[config.mk]
export PLATFORM = sky130hd
export DESIGN_NAME = aes_sbox_sched_flat
export DESIGN_NICKNAME = d
export VERILOG_FILES = /design/src/rtl/aes_sbox_sched_if.sv /design/src/rtl/aes_sbox_sched.sv /design/src/flat_wrapper.sv
export SDC_FILE = /design/constraint.sdc
export NUM_CORES = 1
export LEC_CHECK = 0
export BUFFER_PORTS_ARGS = -buffer_cell sky130_fd_sc_hd__buf_2
export CAP_MARGIN = 40
export CELL_PAD_IN_SITES_DETAIL_PLACEMENT = 0
export CELL_PAD_IN_SITES_GLOBAL_PLACEMENT = 1
export CORE_MARGIN = 5
export CORE_UTILIZATION = 40
export CTS_CLUSTER_SIZE = 12
export DETAILED_ROUTE_END_ITERATION = 10
export PLACE_DENSITY_LB_ADDON = 0.1
export SLEW_MARGIN = 20
export SYNTH_ARGS = -nofsm -noshare
export SYNTH_HDL_FRONTEND = slang
export SYNTH_SLANG_ARGS = --single-unit
[constraint.sdc]
create_clock -name clk -period 42.8 [get_ports clk]
set_input_delay 6.42 -clock clk [delete_from_list [all_inputs] [get_ports clk]]
set_output_delay 6.42 -clock clk [all_outputs]
set_load 0.01 [all_outputs]
[src/rtl/aes_sbox_sched_if.sv]
// Valid/ready bundle between the two S-box consumers (round datapath, key expansion)
// and the shared scheduler.
interface aes_sbox_sched_if;
  logic        req0_valid;
  logic [31:0] req0_word;
  logic        req0_ready;
  logic        resp0_valid;
  logic [31:0] resp0_word;
  logic        resp0_ready;
  logic        req1_valid;
  logic [31:0] req1_word;
  logic        req1_ready;
  logic        resp1_valid;
  logic [31:0] resp1_word;
  logic        resp1_ready;

  modport master (
    output req0_valid, req0_word, resp0_ready,
    output req1_valid, req1_word, resp1_ready,
    input  req0_ready, resp0_valid, resp0_word,
    input  req1_ready, resp1_valid, resp1_word
  );

  modport slave (
    input  req0_valid, req0_word, resp0_ready,
    input  req1_valid, req1_word, resp1_ready,
    output req0_ready, resp0_valid, resp0_word,
    output req1_ready, resp1_valid, resp1_word
  );
endinterface

[src/rtl/aes_sbox_sched.sv]
// Round-robin scheduler sharing SBOX_PER_CYCLE S-box instances between the AES round
// datapath (requester 0) and the key expansion (requester 1), one 32-bit word at a time.
module aes_sbox_sched #(
  parameter int SBOX_PER_CYCLE = 1
) (
  input  logic            clk,
  input  logic            rst,
  aes_sbox_sched_if.slave bus
);

  localparam logic [1:0] IDLE     = 2'd0;
  localparam logic [1:0] BUSY     = 2'd1;
  localparam logic [1:0] DONE     = 2'd2;
  localparam logic [1:0] CNT_STEP = 2'(SBOX_PER_CYCLE);
  localparam logic [1:0] CNT_LAST = 2'(4 - SBOX_PER_CYCLE);

  generate
    if (SBOX_PER_CYCLE != 1 && SBOX_PER_CYCLE != 2 && SBOX_PER_CYCLE != 4) begin : g_bad_param
      $error("aes_sbox_sched: SBOX_PER_CYCLE must be 1, 2 or 4");
    end
  endgenerate

  logic [1:0]  state;
  logic [1:0]  byte_cnt;
  logic [31:0] data_reg;
  logic [31:0] data_next;
  logic [1:0]  lane;
  logic        owner;
  logic        last_grant;
  logic        grant;
  logic        accept;

  function automatic logic [7:0] gf_mul(input logic [7:0] a, input logic [7:0] b);
    logic [7:0] acc;
    logic [7:0] x;
    acc = 8'h00;
    x   = a;
    for (int i = 0; i < 8; i++) begin
      if (b[i]) acc = acc ^ x;
      x = {x[6:0], 1'b0} ^ (x[7] ? 8'h1b : 8'h00);
    end
    return acc;
  endfunction

  // Inverse as b^254 in GF(2^8) (which also maps 0 to 0), followed by the AES affine map.
  function automatic logic [7:0] sbox(input logic [7:0] b);
    logic [7:0] inv;
    inv = 8'h01;
    for (int i = 7; i >= 0; i--) begin
      inv = gf_mul(inv, inv);
      if (i != 0) inv = gf_mul(inv, b);
    end
    return inv ^ {inv[6:0], inv[7]} ^ {inv[5:0], inv[7:6]} ^
           {inv[4:0], inv[7:5]} ^ {inv[3:0], inv[7:4]} ^ 8'h63;
  endfunction

  always_comb begin
    if (bus.req0_valid && bus.req1_valid) grant = ~last_grant;
    else                                  grant = bus.req1_valid;
  end

  assign accept         = !rst && (state == IDLE) && (bus.req0_valid || bus.req1_valid);
  assign bus.req0_ready = accept && !grant;
  assign bus.req1_ready = accept && grant;

  always_comb begin
    data_next = data_reg;
    lane      = 2'd0;
    for (int k = 0; k < SBOX_PER_CYCLE; k++) begin
      lane = byte_cnt + 2'(k);
      data_next[lane*8 +: 8] = sbox(data_reg[lane*8 +: 8]);
    end
  end

  // The response registers are loaded together with the final byte group so that
  // resp_valid is up in the first DONE cycle.
  always_ff @(posedge clk or posedge rst) begin
    if (rst) begin
      state           <= IDLE;
      byte_cnt        <= 2'd0;
      data_reg        <= '0;
      owner           <= 1'b0;
      last_grant      <= 1'b1;
      bus.resp0_valid <= 1'b0;
      bus.resp0_word  <= '0;
      bus.resp1_valid <= 1'b0;
      bus.resp1_word  <= '0;
    end else begin
      case (state)
        IDLE: begin
          if (accept) begin
            data_reg   <= grant ? bus.req1_word : bus.req0_word;
            owner      <= grant;
            last_grant <= grant;
            byte_cnt   <= 2'd0;
            state      <= BUSY;
          end
        end
        BUSY: begin
          data_reg <= data_next;
          byte_cnt <= byte_cnt + CNT_STEP;
          if (byte_cnt == CNT_LAST) begin
            state           <= DONE;
            bus.resp0_valid <= !owner;
            bus.resp0_word  <= owner ? '0 : data_next;
            bus.resp1_valid <= owner;
            bus.resp1_word  <= owner ? data_next : '0;
          end
        end
        DONE: begin
          if (owner ? bus.resp1_ready : bus.resp0_ready) begin
            state           <= IDLE;
            bus.resp0_valid <= 1'b0;
            bus.resp0_word  <= '0;
            bus.resp1_valid <= 1'b0;
            bus.resp1_word  <= '0;
          end
        end
        default: state <= IDLE;
      endcase
    end
  end

endmodule

[src/flat_wrapper.sv]
// flat-port wrapper written by rule: the top's interface ports become plain ports
module aes_sbox_sched_flat 
#(
  parameter int SBOX_PER_CYCLE = 1
)
  (clk, rst, bus_req0_valid, bus_req0_word, bus_resp0_ready, bus_req1_valid, bus_req1_word, bus_resp1_ready, bus_req0_ready, bus_resp0_valid, bus_resp0_word, bus_req1_ready, bus_resp1_valid, bus_resp1_word);
  aes_sbox_sched_if bus_i ();
  input  logic clk;
  input  logic rst;
  input wire logic [$bits(bus_i.req0_valid)-1:0] bus_req0_valid;
  input wire logic [$bits(bus_i.req0_word)-1:0] bus_req0_word;
  input wire logic [$bits(bus_i.resp0_ready)-1:0] bus_resp0_ready;
  input wire logic [$bits(bus_i.req1_valid)-1:0] bus_req1_valid;
  input wire logic [$bits(bus_i.req1_word)-1:0] bus_req1_word;
  input wire logic [$bits(bus_i.resp1_ready)-1:0] bus_resp1_ready;
  output wire logic [$bits(bus_i.req0_ready)-1:0] bus_req0_ready;
  output wire logic [$bits(bus_i.resp0_valid)-1:0] bus_resp0_valid;
  output wire logic [$bits(bus_i.resp0_word)-1:0] bus_resp0_word;
  output wire logic [$bits(bus_i.req1_ready)-1:0] bus_req1_ready;
  output wire logic [$bits(bus_i.resp1_valid)-1:0] bus_resp1_valid;
  output wire logic [$bits(bus_i.resp1_word)-1:0] bus_resp1_word;
  assign bus_i.req0_valid = bus_req0_valid;
  assign bus_i.req0_word = bus_req0_word;
  assign bus_i.resp0_ready = bus_resp0_ready;
  assign bus_i.req1_valid = bus_req1_valid;
  assign bus_i.req1_word = bus_req1_word;
  assign bus_i.resp1_ready = bus_resp1_ready;
  assign bus_req0_ready = bus_i.req0_ready;
  assign bus_resp0_valid = bus_i.resp0_valid;
  assign bus_resp0_word = bus_i.resp0_word;
  assign bus_req1_ready = bus_i.req1_ready;
  assign bus_resp1_valid = bus_i.resp1_valid;
  assign bus_resp1_word = bus_i.resp1_word;
  aes_sbox_sched #(.SBOX_PER_CYCLE(SBOX_PER_CYCLE)) u_core (.clk(clk), .rst(rst), .bus(bus_i));
endmodule
==> impl_metrics.py <==
metrics = {
    "sta": {
        "max_freq_mhz": 37.30,
        "slew_viol_final": 0,
        "min_period_ns": 26.81,
        "finClkSkew_ns": 0.01855,
        "finalCritPeriodShare_pct": 62.65,
        "worst_slew_pin_slew_ns": 0.8462,
        "relSlewSlack_pct": 43.18,
        "setup_viol_count_final": 0,
        "finalHoldViolCount": 0,
        "grt_setup_unrepaired": "no",
        "setup-tns-final_ns": 0,
    },
    "yosys": {
        "ys_ff_latch": 104,
        "synth_edf_count": 0,
        "synthesis.area_mm2": 0.01941,
        "yosysSeqAreaShare_pct": 13.42,
        "syn_inst": 2187,
        "ys_types": 100,
        "synth-async-reset-ratio_pct": 100.0,
        "yosysWarningCount": 0,
        "syn-num-nets": 2270,
        "synthFlopType": "dfrtp_1",
        "syn_area_per_cell_um2": 8.874,
    },
    "place": {
        "portBuffers": 137,
        "gp_congestion": 0.8664,
        "dp_hpwl_um": 48390,
    },
    "detailed_routing": {
        "drc": 0,
        "routed_wl_um": 66140,
        "ant_nets": 0,
        "routed_via_density": 5.802,
        "drtIter0Drc": 1222,
        "vias": 16580,
        "drtPass1Iterations": 5,
        "wl_per_cell_um": 23.15,
    },
    "final_layout": {
        "antenna_cells": 0,
        "drive_above_1_share_pct": 16.64,
        "area_delta_synth_final_pct": 7.756,
        "layout.nets": 2320,
        "nFillCells": 4780,
    },
    "global_route": {
        "grt_max_degree": 57,
        "grt_pass1_vias": 16410,
        "grt_use_total_pct": 24.17,
        "globalRoute.totalOverflow": 0,
        "grt_antenna_before_repair": 0,
        "grt_pass1_wl_um": 102000,
    },
    "floorplan": {
        "die_area_mm2": 0.05302,
        "dieWidth_um": 230.3,
        "core_mm2": 0.04785,
        "initial_core_util_pct": 40.56,
        "num_io_pins": 138,
        "die_h_um": 230.3,
        "row_count": 80,
    },
    "clock_network": {
        "htree_levels": 3,
        "clock_path_buffers": 2,
        "cts_resized": 0,
        "insertion_delay_ns": 0.36,
        "numCtsBuffers": 9,
        "cts_root_buffer": "clkbuf_16",
        "post-cts-setup-buffers": 0,
        "cts_tree": "built",
        "cts_hold_buf": 0,
        "clock-sinks": 104,
        "clkTransAtPathRegs_ns": 0.08,
    },
    "critical_path": {
        "slowest_stage": "xnor3_1",
        "critical_path.max_stage_delay_ns": 0.71,
        "cp_max_fo": 53,
        "crit_required_ns": 43.04,
        "rr_worst_depth": 78,
        "cp-end-kind": "flip-flop",
        "startpoint_type": "flip-flop",
        "worst_ep_arrival_time_ns": 27.06,
        "critical_path_class": "reg2reg",
        "crit_path_frequent_cell": "xor2_1",
    },
    "worst_hold_path": {
        "holdPathStages": 2,
        "hp-class": "reg2reg",
    },
    "status": {
        "status": "complete, no violations",
    },
    "flow_run": {
        "cap_violations": 0,
    },
}
placed cells by master, fill, tap and decap left out, drive strengths merged, types with 37 or more instances in the layout:
cell / n
xnor3: 110
xor2: 141
dfrtp: 103
o21ai: 136
mux2i: 109
o221ai: 38
o21a: 39
buf: 188
nor3: 37
a22oi: 84
xnor2: 338
nand2: 253
a21oi: 70
nor2: 223
worst max-delay path: cells and delay by family (launching register included):
family / cells / cell delay, ns
XOR/XNOR: 40 / 16.74
adder cells (fa/ha/maj): 7 / 3.09
buffers and inverters: 9 / 2.18
AO/OA/AOI/OAI: 9 / 1.76
AND/OR/NAND/NOR: 9 / 1.27
multiplexers: 4 / 0.94
flip-flops: 1 / 0.63
routing by layer:
metal  GRT usage (%)  wire (um)  up-vias
met5               0          0        -
met4           4.988       1433        0
met3           2.406       3048       70
met2           40.37      30930      500
met1           34.28      30730     8202
li1                -          -     7805
kinds of logic after synthesis:
group                      Yosys count  share of synthesized area (%)
buffers and inverters              172                          4.075
and+or+nand+nor                    649                          14.72
AOI/OAI and AO/OA                  500                          17.81
adders and majority gates           13                         0.8381
DFF                                104                          13.42
xor gates and xnor gates           617                          41.76
muxes                              132                          7.388
path summary, 6_finish.rpt:
check,startpoint,end,slack [ns]
setup / recovery,u_core.byte_cnt[0],flip-flop,15.99
hold / removal,u_core.last_grant,u_core.last_grant,0.48
setup reg to reg,u_core.byte_cnt[0],flip-flop,15.99
hold reg to reg,u_core.last_grant,u_core.last_grant,0.48
max in group asynchronous,rst,asynchronous set/reset pin,35.46
min in group asynchronous,rst,u_core.bus.resp0_valid,6.15
cell type report:
type / count / area, um^2 / share of cell area, %
inverters: 21 / 85.08 / 0.4068
flip-flops and latches: 104 / 2604 / 12.45
multi-input cells: 1911 / 16060 / 76.81
clock inverters: 6 / 57.56 / 0.2752
repair buffers: 190 / 1105 / 5.283
well taps: 615 / 769.5 / 3.680
clock buffers: 10 / 229.0 / 1.095
cells in the mapped netlist (13+ instances only):
master    count  area [um^2]
o21a_1       39        292.8
buf_1        17        63.81
xor2_1      122         1069
mux2i_1     107         1071
nand2b_1     18        112.6
o22ai_1      18        112.6
a21oi_1      70        350.3
buf_2        35        175.2
clkbuf_1     80        300.3
xnor2_2      47        764.5
o221ai_1     38        332.8
and2_1       16        100.1
xnor3_1      99         2230
nor2b_1      19        118.9
dfrtp_1     103         2577
xor3_1       21        499.2
o21ai_0      63        315.3
nand2_1     253        949.7
a22oi_1      82        615.6
xor2_2       17        276.5
nor3_1       37        185.2
nand3_1      31        155.2
o211ai_1     13        97.59
nor2_1      217        814.5
o21ai_1      71        355.3
ha_1         13        162.7
xnor2_1     279         2444
a211oi_1     14        105.1
stage by stage:
stage	std cells	utilization, %	cell area, um^2	hold slack (ns)	setup WS [ns]
6_report	2857	43.71	20910	0.4794	15.99
4_1_cts	2852	43.61	20870	0.4833	15.39
2_1_floorplan	2187	-	19410	0.4374	19.45
3_5_place_dp	2836	43.01	20580	0.4673	15.46
5_1_grt	2857	43.71	20910	0.5063	14.08
3_3_place_gp	2828	42.85	20500	0.4656	15.81
Power is not shown: default switching activity piles up to over one toggle a cycle in this logic, so the estimate is an artifact.
